`src/rtl/scr1_pipe_ialu_issue.sv`:
```
`default_nettype none
// ============================================================================
// Module   : scr1_pipe_ialu_issue
// Purpose  : Single-outstanding issue stage in front of scr1_pipe_ialu with
//            MUL/DIV timeout guard and completed-operation counter.
// Revision : 1.0 - initial release
// ============================================================================

package scr1_ialu_issue_pkg;

    typedef enum logic [4:0] {
        SCR1_IALU_CMD_NONE    = 5'd0,
        SCR1_IALU_CMD_AND     = 5'd1,
        SCR1_IALU_CMD_OR      = 5'd2,
        SCR1_IALU_CMD_XOR     = 5'd3,
        SCR1_IALU_CMD_ADD     = 5'd4,
        SCR1_IALU_CMD_SUB     = 5'd5,
        SCR1_IALU_CMD_SUB_LT  = 5'd6,
        SCR1_IALU_CMD_SUB_LTU = 5'd7,
        SCR1_IALU_CMD_SUB_EQ  = 5'd8,
        SCR1_IALU_CMD_SUB_NE  = 5'd9,
        SCR1_IALU_CMD_SUB_GE  = 5'd10,
        SCR1_IALU_CMD_SUB_GEU = 5'd11,
        SCR1_IALU_CMD_SLL     = 5'd12,
        SCR1_IALU_CMD_SRL     = 5'd13,
        SCR1_IALU_CMD_SRA     = 5'd14,
        SCR1_IALU_CMD_MUL     = 5'd15,
        SCR1_IALU_CMD_MULHU   = 5'd16,
        SCR1_IALU_CMD_MULHSU  = 5'd17,
        SCR1_IALU_CMD_MULH    = 5'd18,
        SCR1_IALU_CMD_DIV     = 5'd19,
        SCR1_IALU_CMD_DIVU    = 5'd20,
        SCR1_IALU_CMD_REM     = 5'd21,
        SCR1_IALU_CMD_REMU    = 5'd22
    } type_scr1_ialu_cmd_sel_e;

endpackage

module scr1_pipe_ialu_issue
    import scr1_ialu_issue_pkg::*;
#(
    parameter int XLEN        = 32,
    parameter int RVM_TIMEOUT = 64,
    parameter int CNT_W       = 32
) (
    input  logic                    clk,
    input  logic                    rst,
    input  logic                    req_vd_i,
    output logic                    req_rdy_o,
    input  type_scr1_ialu_cmd_sel_e req_cmd_i,
    input  logic [XLEN-1:0]         req_op1_i,
    input  logic [XLEN-1:0]         req_op2_i,
    output type_scr1_ialu_cmd_sel_e ialu_cmd_o,
    output logic [XLEN-1:0]         ialu_main_op1_o,
    output logic [XLEN-1:0]         ialu_main_op2_o,
    output logic                    ialu_rvm_cmd_vd_o,
    input  logic                    ialu_rvm_res_rdy_i,
    input  logic [XLEN-1:0]         ialu_main_res_i,
    input  logic                    ialu_cmp_res_i,
    output logic                    rsp_vd_o,
    input  logic                    rsp_rdy_i,
    output logic [XLEN-1:0]         rsp_res_o,
    output logic                    rsp_cmp_o,
    output logic                    rsp_err_o,
    output logic [CNT_W-1:0]        op_cnt_o
);

    typedef enum logic [1:0] {
        ST_IDLE     = 2'd0,
        ST_EXEC     = 2'd1,
        ST_WAIT_RVM = 2'd2,
        ST_RESP     = 2'd3
    } state_e;

    // Counter value at which the last permitted WAIT_RVM cycle is running;
    // EXEC plus WAIT_RVM then spans exactly RVM_TIMEOUT cycles of cmd_vd.
    localparam logic [7:0] c_tmo_last = 8'(RVM_TIMEOUT - 2);

    state_e                  r_state;
    type_scr1_ialu_cmd_sel_e r_cmd;
    logic [XLEN-1:0]         r_op1;
    logic [XLEN-1:0]         r_op2;
    logic                    r_req_rdy;
    logic                    r_rvm_vd;
    logic                    r_rsp_vd;
    logic [XLEN-1:0]         r_rsp_res;
    logic                    r_rsp_cmp;
    logic                    r_rsp_err;
    logic [CNT_W-1:0]        r_op_cnt;
    logic [7:0]              r_tmo_cnt;

    logic                    w_req_rvm;
    logic                    w_capture;
    logic                    w_timeout;

    assign w_req_rvm = req_cmd_i inside {SCR1_IALU_CMD_MUL,  SCR1_IALU_CMD_MULH,
                                         SCR1_IALU_CMD_MULHSU, SCR1_IALU_CMD_MULHU,
                                         SCR1_IALU_CMD_DIV,  SCR1_IALU_CMD_DIVU,
                                         SCR1_IALU_CMD_REM,  SCR1_IALU_CMD_REMU};

    // A ready result always beats a simultaneous timeout.
    assign w_capture = ((r_state == ST_EXEC) && (!r_rvm_vd || ialu_rvm_res_rdy_i))
                     || ((r_state == ST_WAIT_RVM) && ialu_rvm_res_rdy_i);
    assign w_timeout = (r_state == ST_WAIT_RVM) && !ialu_rvm_res_rdy_i
                     && (r_tmo_cnt == c_tmo_last);

    always_ff @(posedge clk or posedge rst) begin
        if (rst) begin
            r_state   <= ST_IDLE;
            r_cmd     <= SCR1_IALU_CMD_NONE;
            r_op1     <= '0;
            r_op2     <= '0;
            r_req_rdy <= 1'b1;
            r_rvm_vd  <= 1'b0;
            r_rsp_vd  <= 1'b0;
            r_rsp_res <= '0;
            r_rsp_cmp <= 1'b0;
            r_rsp_err <= 1'b0;
            r_op_cnt  <= '0;
            r_tmo_cnt <= '0;
        end else if (w_capture || w_timeout) begin
            r_rsp_res <= w_capture ? ialu_main_res_i : '1;
            r_rsp_cmp <= w_capture & ialu_cmp_res_i;
            r_rsp_err <= w_timeout;
            r_rsp_vd  <= 1'b1;
            r_rvm_vd  <= 1'b0;
            r_cmd     <= SCR1_IALU_CMD_NONE;
            r_op1     <= '0;
            r_op2     <= '0;
            r_state   <= ST_RESP;
        end else begin
            case (r_state)
                ST_IDLE: begin
                    if (req_vd_i) begin
                        r_cmd     <= req_cmd_i;
                        r_op1     <= req_op1_i;
                        r_op2     <= req_op2_i;
                        r_rvm_vd  <= w_req_rvm;
                        r_req_rdy <= 1'b0;
                        r_state   <= ST_EXEC;
                    end
                end
                ST_EXEC: begin
                    r_tmo_cnt <= '0;
                    r_state   <= ST_WAIT_RVM;
                end
                ST_WAIT_RVM: begin
                    r_tmo_cnt <= r_tmo_cnt + 8'd1;
                end
                ST_RESP: begin
                    if (rsp_rdy_i) begin
                        r_rsp_vd  <= 1'b0;
                        r_op_cnt  <= r_op_cnt + 1'b1;
                        r_req_rdy <= 1'b1;
                        r_state   <= ST_IDLE;
                    end
                end
                default: r_state <= ST_IDLE;
            endcase
        end
    end

    assign req_rdy_o         = r_req_rdy;
    assign ialu_cmd_o        = r_cmd;
    assign ialu_main_op1_o   = r_op1;
    assign ialu_main_op2_o   = r_op2;
    assign ialu_rvm_cmd_vd_o = r_rvm_vd;
    assign rsp_vd_o          = r_rsp_vd;
    assign rsp_res_o         = r_rsp_res;
    assign rsp_cmp_o         = r_rsp_cmp;
    assign rsp_err_o         = r_rsp_err;
    assign op_cnt_o          = r_op_cnt;

endmodule

`default_nettype wire

```
`config.mk`:
```
export PLATFORM = sky130hd
export DESIGN_NAME = scr1_pipe_ialu_issue
export DESIGN_NICKNAME = d
export VERILOG_FILES = /design/src/rtl/scr1_pipe_ialu_issue.sv
export SDC_FILE = /design/constraint.sdc
export NUM_CORES = 1
export LEC_CHECK = 0
export ABC_AREA = 1
export ABC_CLOCK_PERIOD_IN_PS = 4620
export CAP_MARGIN = 30
export CORE_AREA = 2 2 134 136
export CTS_CLUSTER_SIZE = 24
export DETAILED_ROUTE_END_ITERATION = 8
export DIE_AREA = 0 0 136 138
export GPL_ROUTABILITY_DRIVEN = 0
export GPL_TIMING_DRIVEN = 0
export HOLD_SLACK_MARGIN = 0.1
export PLACE_DENSITY = 0.75
export SETUP_SLACK_MARGIN = 0.4
export SYNTH_ARGS = -nofsm -noshare
export SYNTH_HDL_FRONTEND = slang
export SYNTH_SLANG_ARGS = --single-unit
```
`constraint.sdc`:
```
create_clock -name clk -period 4.62 [get_ports clk]
set_input_delay 0.462 -clock clk [delete_from_list [all_inputs] [get_ports clk]]
set_output_delay 0.462 -clock clk [all_outputs]
set_load 0.02 [all_outputs]
```
==> Yosys cells after proc, flatten, opt, wreduce, memory -nomap -nowiden <==
Cells that the tools add are included.
{ "totals": {"reg_bits": 148, "latchBits": 0, "mem_bits_rw": 0, "rom_bits": 0, "output_inout_bits": 138, "memories": 0} }
{ "op_classes": {"addsub": 2, "mul": 0, "div_mod_pow": 0, "magnitude_cmp": 0, "n_eq_ne": 16, "shifts": 0, "muxes": 24, "bitwise": 2, "reduce_logical": 24} }
{ "ops": {"columns": ["op", "count"], "rows": [
  ["two-way mux 32 bit", 7],
  ["== test 5 bit, second input constant", 7],
  ["adder 32 x 1 -> 32 bit, second input constant", 1],
  ["one-hot mux 8 bit (2 select lines)", 1],
  ["two-way mux 5 bit", 3],
  ["nonzero test 2 bit", 6],
  ["adder 8 x 1 -> 8 bit, second input constant", 1],
  ["== test 8 x 6 -> 1 bit, second input constant", 1],
  ["two-way mux 1 bit", 8],
  ["nonzero test 8 bit", 1],
  ["two-way mux 2 bit", 3],
  ["!= test 3 bit, second input constant", 2],
  ["one-hot mux 2 bit (3 select lines)", 1],
  ["AND reduction 2 bit", 3],
  ["AND reduction 3 bit", 2],
  ["== test 5 x 4 -> 1 bit, second input constant", 1],
  ["== test 2 bit, second input constant", 2],
  ["logical AND 1 bit", 4],
  ["!= test 2 bit, second input constant", 2],
  ["AND reduction 4 bit", 1],
  ["nonzero test 4 bit", 1],
  ["logical OR 1 bit", 3],
  ["== test 2 x 1 -> 1 bit, second input constant", 1],
  ["logical NOT 1 bit", 2],
  ["4 further kinds", 4]
]} }

==> Depth between registers and ports, before layout <==
Gate-level depths: netlist (run 1).
{ "logic_depth": {"ltp_word": 7, "depth_mapped": 10, "ltp_nobuf": 10} }

==> Worst setup path before layout (run 1) <==
Ideal clock, no wire load.
{ "synth_timing": {"path_type": "flip-flop to flip-flop", "start": "register r_state[0]", "end": "register r_rsp_res[10], in the netlist rsp_res_o[10]", "setup_ns": 0.121, "arrival_time_ns": 1.461, "setup_slack_ns": 3.038, "path_stages_with_launch": 10, "path_cell_list": "dfrtp_1 -> inv_1 -> ha_1 -> inv_2 -> nand2_2 -> nand2_4 -> nand2_8 -> buf_8 -> buf_6 -> o22a_1"} }
{ "synth_between": {"elab_chain_cells": 4, "elab_cells_between_ends": 9, "classes_between": "2 x eq/ne; 1 x mux; 6 x reduce/logical"} }
{ "synth_rtl": {"columns": ["item", "line", "rtl"], "rows": [
  ["start: declaration", "79", "state_e r_state;"],
  ["start signal: assignment", "109", "r_state <= ST_IDLE;"],
  ["start signal: assignment", "130", "r_state <= ST_RESP;"],
  ["start signal: assignment", "140", "r_state <= ST_EXEC;"],
  ["== test 2 x 1 -> 1 bit / == test 2 bit (equally long branches)", "102, 103, 104", null],
  ["logical AND 1 bit (on tied branches)", "102, 103, 104", null],
  ["logical OR 1 bit / logical AND 1 bit (equally long branches)", "103, 105", null],
  ["two-way mux 32 bit / logical OR 1 bit (equally long branches)", "122, 121", null],
  ["end signal: assignment", "122", "r_rsp_res <= w_capture ? ialu_main_res_i : '1;"],
  ["end: declaration", "86", "logic [XLEN-1:0] r_rsp_res;"]
]} }
Several ways; a longest one is shown, not always the timed one.
A chain may end at the register's enable or synchronous reset.

==> Final worst setup path (run 1) <==
{ "layout_timing": {"start": "register r_state[0]", "end": "register r_rsp_res[19], in the netlist rsp_res_o[19]"} }
The elaborated chain is that of the path after synthesis.

==> results.toml, run 1 <==
[grt]
grtUsageTotal_pct = 23.29
grt_max_degree = 38
grt_overflow_total = 0
grt_pass1_wl_microns = 33930
antenna_found_initial = 3
first_global_vias = 6422

[critical_path]
start_kind = "register"
critPathTopFamily = "buffers and inverters"
r2r-end = "rsp_res_o[19]$_DFFE_PP0P_"
rr_startpoint = "r_state[0]$_DFFE_PP0P_"
cp_max_fo = 10
arrival_ps = 2420
cp-end-kind = "register"
max_stage_delay_ps = 590
cp.required_ps = 4980
cp.depth = 7
r2r_cells = 7
worstPathCellList = "inv_1, ha_1, inv_2, nand2_2, nand2_4, clkbuf_1, o22a_1"
critical_path_class = "register to register"
r2r_slack_ps = 2550
path_buf_inv = 3
crit_slowest_cell = "clkbuf_1"

[logic_synthesis]
syn_area_per_cell_sq_um = 8.397
yosysUniqueCellTypes = 31
synth.area.top_cells = "dfrtp_1 (54%), nand2_1 (18%), a21oi_1 (5.2%)"
yosysTopAreaCellShare_pct = 53.62
ys_ff_latch = 148
synth_top_area_cell = "dfrtp_1"
yosysWarnings = 0
syn-num-nets = 931
synth_area_sq_um = 6860
syn_inst = 817
synth_seq_area_share_pct = 54.00

[clock_network]
clockBufferDepth = 2
ctsHoldBuffers = 0
post_cts_resized = 0
clk_pin_slew_ps = 60
cts-root-buf = "clkbuf_16"
cts_max_level = 4
post_cts_buffers = 0
clk_latency_ps = 430
cts_buffers = 17
tritoncts = "done"
cts_sinks = 148

[finish]
mostFrequentLayoutCell = "nand2_1"
syn2layout_area_growth_pct = 50.15
drive_gt1_share_pct = 6.563
fillCellCount = 1583
final_cell_mix = "nand2_1 (336), clkdlybuf4s50_1 (244), dfrtp_1 (147), a21oi_1 (71), nor2_1 (56)"
fin_nets = 1198

[die]
dieArea_sq_um = 18770
fp.coreArea_sq_um = 17530
die_w_microns = 136
ioPinCount = 245
die_y_microns = 138
rows = 49
initial_core_util_pct = 39.13

[outcome]
outcome = "finished clean"

[timing]
max_slew_margin_pct = 50.32
finalCriticalPeriod_ps = 2068
skew_ps = 8.105
finalSetupViolations = 0
finalCritPeriodShare_pct = 44.77
tns_ps = 0
hold_viol_final = 0
max_freq_mhz = 483.5
grt_setup_unrepaired = "false"
tightest_slew_ps = 745.2
slew_viol_final = 0
holdWs_ps = 433.3

[power]
p_per_area_nw_per_um2 = 635.4
power.total_mw = 6.545
peakVddDrop_mv = 0.4013
p_leak_nw = 4.431

[run]
maxCapViolCount = 0

[drt]
vias = 6519
firstDrtPassIters = 5
drcViolationCount = 0
via_per_inst = 4.909
routed_wl_microns = 21120
wl_per_cell_microns = 15.90
drtIter0Drc = 417
ant_nets = 0

[place]
dp_hpwl_microns = 15710
portBuffers = 244

[hold_path]
hold_path.class = "input pin to asynchronous set/reset pin"
==> final cells by class <==
class | count | area [sq um] | share of cell area (%)
diodes | 2 | 5.005 | 0.04859
plain buffers | 34 | 197.7 | 1.919
clock buffers | 20 | 456.7 | 4.433
clock inverters | 12 | 166.4 | 1.615
inverters | 45 | 172.7 | 1.676
multi-input cells | 590 | 2789 | 27.07
flip-flops and latches | 148 | 3705 | 35.97
well taps | 229 | 286.5 | 2.781
repair buffers | 248 | 2522 | 24.49
==> through the flow <==
| step | instance area [sq um] | instances | util [%] | worst slack (ps) |
|---|---|---|---|---|
| global route | 10300 | 1327 | 58.73 | 2384 |
| global placement | 9593 | 1290 | 54.71 | 904.3 |
| detailed placement | 9673 | 1294 | 55.17 | 2272 |
| floorplan | 6864 | 817 | - | 2298 |
| CTS | 10300 | 1326 | 58.72 | 2525 |
| finish | 10300 | 1328 | 58.75 | 2552 |
==> cells by family after synthesis <==
family | count (synthesis) | share of synthesized area [%]
compound gates | 123 | 10.78
xor+xnor | 12 | 1.532
fa+ha+maj | 7 | 1.277
buf+inv | 79 | 5.344
flops | 148 | 54.00
simple gates | 448 | 27.07
==> flip-flops by register name, summed over array words and instances, names as in the netlist <==
signal / cells
ialu_cmd_o: 5
rsp_err_o: 1
ialu_main_op1_o: 32
rsp_vd_o: 1
r_state: 2
r_tmo_cnt: 8
ialu_rvm_cmd_vd_o: 1
ialu_main_op2_o: 32
rsp_res_o: 32
rsp_cmp_o: 1
op_cnt_o: 32
req_rdy_o: 1
==> Yosys cell counts <==
master / count
a21oi_1: 71
buf_1: 1
buf_2: 5
buf_4: 8
buf_6: 3
buf_8: 1
clkbuf_1: 16
dfrtp_1: 147
dfstp_2: 1
ha_1: 7
inv_1: 42
inv_2: 3
nand2_1: 336
nand2_2: 4
nand2_4: 2
nand2_8: 1
nand3_1: 27
nand3b_1: 11
nand4_1: 1
nor2_1: 56
nor2_2: 2
nor2_4: 4
nor2_8: 1
nor3_1: 2
o211ai_1: 1
o21ai_0: 15
o21ai_1: 3
o22a_1: 32
o22ai_1: 1
or2_2: 1
xor2_1: 12
==> power by group <==
part           switching [mW]  internal, mW
logic                    1.67          1.34
clock network           0.581         0.891
registers               0.296          1.77
==> worst max-delay path by stage <==
stage,start,end,slack (ps)
floorplan,rst,ialu_cmd_o[0]$_DFFE_PP0P_,2300
detailed placement,req_vd_i,ialu_rvm_cmd_vd_o$_DFFE_PP0P_,2270
global placement,rst,ialu_cmd_o[0]$_DFFE_PP0P_,900
CTS,r_state[1]$_DFFE_PP0P_,ialu_rvm_cmd_vd_o$_DFFE_PP0P_,2530
finish,r_state[0]$_DFFE_PP0P_,rsp_res_o[19]$_DFFE_PP0P_,2550
global route,r_state[1]$_DFFE_PP0P_,ialu_main_op2_o[1]$_DFFE_PP0P_,2380
==> routing by layer <==
metal / up-vias / routed length, microns / part of all wire, % / GRT usage [%]
li1: 3156 / - / - / -
met1: 3084 / 8225 / 39 / 27.22
met2: 230 / 10290 / 49 / 38.19
met3: 47 / 1887 / 8.9 / 8.801
met4: 2 / 701 / 3.3 / 9.814
met5: - / 11 / 0.052 / 0
No activity file was read; power rests on OpenSTA's default activity.
==> run 2, diff against run 1 <==
--- a/config.mk
+++ b/config.mk
@@ -6,7 +6,7 @@
 export NUM_CORES = 1
 export LEC_CHECK = 0
 export ABC_AREA = 1
-export ABC_CLOCK_PERIOD_IN_PS = 4620
+export ABC_CLOCK_PERIOD_IN_PS = 2160
 export CAP_MARGIN = 30
 export CORE_AREA = 2 2 134 136
 export CTS_CLUSTER_SIZE = 24
@@ -15,7 +15,7 @@
 export GPL_ROUTABILITY_DRIVEN = 0
 export GPL_TIMING_DRIVEN = 0
 export HOLD_SLACK_MARGIN = 0.1
-export PLACE_DENSITY = 0.75
+export PLACE_DENSITY = 0.72
 export SETUP_SLACK_MARGIN = 0.4
 export SYNTH_ARGS = -nofsm -noshare
 export SYNTH_HDL_FRONTEND = slang
==> constraint.sdc (replaced) <==
create_clock -name clk -period 2.16 [get_ports clk]
set_input_delay 0.216 -clock clk [delete_from_list [all_inputs] [get_ports clk]]
set_output_delay 0.216 -clock clk [all_outputs]
set_load 0.02 [all_outputs]
==> results.toml, run 2 (same netlist as run 1, synthesis figures left out) <==
[place]
dp_hpwl_microns = 15790
portBuffers = 244
dp_cells = 1294
pre_cts_ws_ps = 63.90
dpl_cell_area_sq_um = 9681

[run]
maxCapViolCount = 0

[die]
dieArea_sq_um = 18770
rows = 49
fp.coreArea_sq_um = 17530
ioPinCount = 245
die_w_microns = 136
initial_core_util_pct = 39.13
die_y_microns = 138

[drt]
vias = 6584
via_per_inst = 4.924
drtIter0Drc = 345
wl_per_cell_microns = 16.14
firstDrtPassIters = 5
ant_nets = 0
routed_wl_microns = 21580
drcViolationCount = 0

[timing]
max_freq_mhz = 578.5
skew_ps = 10.32
hold_viol_final = 0
grt_setup_unrepaired = "true"
finalWorstSetupSlack_ps = 431.4
max_slew_margin_pct = 55.21
finalCriticalPeriod_ps = 1729
tightest_slew_ps = 670.5
finalSetupViolations = 0
finalCritPeriodShare_pct = 80.03
slew_viol_final = 0

[critical_path]
critPathTopFamily = "buffers and inverters"
worstPathCellList = "clkdlybuf4s50_1"
crit_slowest_cell = "clkdlybuf4s50_1"
cp.required_ps = 1940
max_stage_delay_ps = 650
arrival_ps = 1510
cp_max_fo = 3
critical_path_class = "register to primary output"
start_kind = "register"
path_buf_inv = 1
cp-end-kind = "primary output"

[clock_network]
cts_max_level = 4
cts_buffers = 17
clockBufferDepth = 2
clk_latency_ps = 420
clk_pin_slew_ps = 60
ctsHoldBuffers = 0
tritoncts = "done"
cts-root-buf = "clkbuf_16"
cts_sinks = 148

[finish]
final_cell_mix = "nand2_1 (334), clkdlybuf4s50_1 (225), dfrtp_1 (145), a21oi_1 (71), nor2_1 (54)"
drive_gt1_share_pct = 10.02
syn2layout_area_growth_pct = 55.41
antenna_cells = 0
layout.cells.non_filler = 1337
fin_nets = 1210
mostFrequentLayoutCell = "nand2_1"
final_area_sq_um = 10660

[hold_path]
hold_path.class = "input pin to asynchronous set/reset pin"

[outcome]
outcome = "finished clean"

[grt]
grt_pass1_wl_microns = 34180
first_global_vias = 6602
antenna_found_initial = 0
grtUsageTotal_pct = 23.45
grt_max_degree = 38
grt_overflow_total = 0

[power]
p_leak_nw = 4.859
peakVddDrop_mv = 0.8776
p_per_area_nw_per_um2 = 1363
run 2: cell types whose count changed in the layout (fill, tap and decap cells not counted), sizes merged, moves of 2 or more:
cell,previous run,this run
buf,22,34
clkdlybuf4s50,244,225
clkbuf,36,34
dlymetal6s2s,0,14
dlygate4sd2,0,5
diode,2,0
run 2: worst paths after layout:
kind                                          startpoint                              end  slack, ps  depth (start not counted)
max in group asynchronous                            rst         rsp_res_o[1]$_DFFE_PP0P_        910                          5
max                        ialu_rvm_cmd_vd_o$_DFFE_PP0P_                ialu_rvm_cmd_vd_o        430                          1
min reg2reg                        rsp_cmp_o$_DFFE_PP0P_            rsp_cmp_o$_DFFE_PP0P_        470                          2
max reg2reg                       r_state[0]$_DFFE_PP0P_         op_cnt_o[18]$_DFFE_PP0P_        450                         11
min in group clk                           req_op1_i[28]  ialu_main_op1_o[28]$_DFFE_PP0P_        340                          3
min                                                  rst        rsp_res_o[24]$_DFFE_PP0P_        240                          2
run 2: final cells by class:
cell class,count,area [sq um]
tap,229,286.5
timing repair buffer,260,2674
sequential,148,3707
fill,1557,6873
clock buffer,18,439.2
clock inverter,13,196.4
multi-input combinational,590,2880
buffer,34,300.3
inverter,45,177.7
run 2: through the flow:
| step | setup TNS [ps] | utilization (%) | power [mW] | hold WS (ps) |
|---|---|---|---|---|
| 2_1_floorplan | 0 | - | 7.853 | 356.8 |
| 3_3_place_gp | -192450 | 54.71 | 10.82 | 462.2 |
| 3_5_place_dp | 0 | 55.21 | 10.92 | 464.3 |
| 4_1_cts | 0 | 59.40 | 14.35 | 243.2 |
| 5_1_grt | 0 | 60.80 | 15.29 | 291.8 |
| 6_report | 0 | 60.80 | 14.53 | 238.0 |
run 2: metal layers:
metal,vias to the layer above,wire [microns],share of wire [%],track usage [%]
li1,3177,-,-,-
met2,235,10760,50,39.35
met1,3129,8217,38,26.83
met5,-,0,0,0
met3,43,1958,9.1,9.388
met4,0,650,3.0,8.607
run 2: what timing repair did:
item	4_1_cts	5_1_grt
resized for setup	31	70
setup endpoints to repair	145	146
cloned	1	1
pin swaps	2	6
buffers inserted	4	6
run 2: report_power, final:
group / leakage (nW) / internal, mW / switching, mW / total (mW)
Clock: 0.310 / 1.98 / 1.23 / 3.21
Combinational: 2.63 / 3.19 / 3.69 / 6.88
Sequential: 1.92 / 3.78 / 0.650 / 4.43
Total: 4.86 / 8.95 / 5.57 / 14.5
==> run 3, diff against run 2 <==
--- a/config.mk
+++ b/config.mk
@@ -6,7 +6,7 @@
 export NUM_CORES = 1
 export LEC_CHECK = 0
 export ABC_AREA = 1
-export ABC_CLOCK_PERIOD_IN_PS = 2160
+export ABC_CLOCK_PERIOD_IN_PS = 1800
 export CAP_MARGIN = 30
 export CORE_AREA = 2 2 134 136
 export CTS_CLUSTER_SIZE = 24
==> constraint.sdc (replaced) <==
create_clock -name clk -period 1.8 [get_ports clk]
set_input_delay 0.18 -clock clk [delete_from_list [all_inputs] [get_ports clk]]
set_output_delay 0.18 -clock clk [all_outputs]
set_load 0.02 [all_outputs]
==> results.toml, run 3 (same netlist as run 1, synthesis figures left out) <==
[die]
initial_core_util_pct = 39.13
die_y_microns = 138
ioPinCount = 245
rows = 49
die_w_microns = 136
dieArea_sq_um = 18770
fp.coreArea_sq_um = 17530

[critical_path]
start_kind = "register"
rr_startpoint = "r_state[1]$_DFFE_PP0P_"
crit_slowest_cell = "dfrtp_1"
r2r_cells = 10
r2r-end = "ialu_cmd_o[1]$_DFFE_PP0P_"
r2r_slack_ps = 140
cp-end-kind = "register"
cp_max_fo = 7
cp.required_ps = 2120
critical_path_class = "register to register"
arrival_ps = 1980
worstPathCellList = "inv_2, ha_4, inv_4, o21ai_4, nand2_8, nand2_8, buf_16, buf_12, buf_12, a21oi_2"
max_stage_delay_ps = 440

[outcome]
outcome = "finished clean"

[drt]
drtIter0Drc = 282
routed_wl_microns = 21690
via_per_inst = 4.869
firstDrtPassIters = 5
drcViolationCount = 0
ant_nets = 0
vias = 6641
wl_per_cell_microns = 15.90

[finish]
fin_util_pct = 64.84
syn2layout_area_growth_pct = 65.71
final_cell_mix = "nand2_1 (328), dfrtp_1 (145), dlygate4sd2_1 (107), clkdlybuf4s50_1 (106), a21oi_2 (62)"
fin_nets = 1236
fillCellCount = 1496
final_area_sq_um = 11370
mostFrequentLayoutCell = "nand2_1"
layout.cells.non_filler = 1364
antenna_cells = 0
drive_gt1_share_pct = 22.29

[clock_network]
clk_pin_slew_ps = 70
clk_latency_ps = 430
cts-root-buf = "clkbuf_16"
cts_buffers = 17
ctsHoldBuffers = 0
cts_max_level = 4
cts_sinks = 148
tritoncts = "done"
clockBufferDepth = 2

[timing]
tns_ps = 0
hold_viol_final = 0
grt_setup_unrepaired = "true"
finalCriticalPeriod_ps = 1663
finalCritPeriodShare_pct = 92.38
tightest_slew_ps = 421.0
skew_ps = 15.25
max_slew_margin_pct = 71.87
finalSetupViolations = 0
slew_viol_final = 0
max_freq_mhz = 601.4

[place]
dpl_cell_area_sq_um = 10110
portBuffers = 244
dp_hpwl_microns = 15360
dp_cells = 1294

[power]
p_per_area_nw_per_um2 = 1655
peakVddDrop_mv = 0.9596
p_leak_nw = 5.188

[grt]
grtUsageTotal_pct = 23.76
grt_overflow_total = 0
grt_max_degree = 42
grt_pass1_wl_microns = 35200
antenna_found_initial = 0
first_global_vias = 6755

[run]
maxCapViolCount = 0

[hold_path]
hold_path.class = "input pin to asynchronous set/reset pin"
run 3: changes by cell type in the layout (fill, tap and decap cells not counted), sizes merged:
cell / before / now
clkinv: 3 / 4
dlygate4sd2: 5 / 107
inv: 49 / 46
buf: 34 / 59
clkdlybuf4s50: 225 / 106
clkdlybuf4s15: 0 / 13
dlymetal6s2s: 14 / 0
clkbuf: 34 / 53
clkinvlp: 2 / 5
run 3: layout make-up:
type | instances | area (sq um) | share of cell area [%]
Sequential cell | 148 | 3707 | 32.61
Multi-Input combinational cell | 590 | 3254 | 28.63
Timing Repair Buffer | 286 | 2841 | 24.99
Buffer | 34 | 451.7 | 3.973
Clock buffer | 18 | 429.2 | 3.775
Tap cell | 229 | 286.5 | 2.520
Clock inverter | 14 | 202.7 | 1.783
Inverter | 45 | 195.2 | 1.717
run 3: power by group:
group | switching, mW | internal (mW)
clock | 1.49 | 2.34
combinational | 5.20 | 4.54
sequential | 0.714 | 4.53
run 3: metal layers:
metal / part of all wire [%] / up-vias / track usage (%)
met5: 0 / - / 0
met4: 2.0 / 0 / 7.401
met3: 7.5 / 28 / 7.224
met2: 50 / 218 / 39.33
met1: 41 / 3158 / 29.73
li1: - / 3237 / -
run 3: repair_timing:
action	in CTS	in global routing
gates resized for setup	241	75
setup buffers	22	6
pin swaps	9	4
gates cloned	5	5
setup endpoints to repair	286	169
run 3: through the flow:
step                      setup slack (ps)  hold slack [ps]  power (mW)
final                                137.1            112.2       18.81
after global routing                 51.50            152.2       19.85
after CTS                            132.4            109.2       18.26
after detailed placement            -106.5            459.7       13.91
after global placement               -1645            453.7       13.78
after floorplan                     -240.2            324.6       10.29
run 3: worst max-delay path by stage:
stage	to	startpoint
after floorplan	ialu_cmd_o[0]$_DFFE_PP0P_	rst
after global placement	ialu_main_op1_o[27]$_DFFE_PP0P_	rst
after detailed placement	ialu_main_op2_o[16]$_DFFE_PP0P_	r_state[0]$_DFFE_PP0P_
after CTS	ialu_main_op2_o[7]$_DFFE_PP0P_	r_state[1]$_DFFE_PP0P_
after global routing	op_cnt_o[17]$_DFFE_PP0P_	r_state[0]$_DFFE_PP0P_
final	ialu_cmd_o[1]$_DFFE_PP0P_	r_state[1]$_DFFE_PP0P_
run 3: worst max-delay path: cells and delay by family, from the launching register on:
family / cells / cell delay, ps
flops: 1 / 440
compound gates: 2 / 210
simple gates: 2 / 230
fa+ha+maj: 1 / 140
buf+inv: 5 / 530
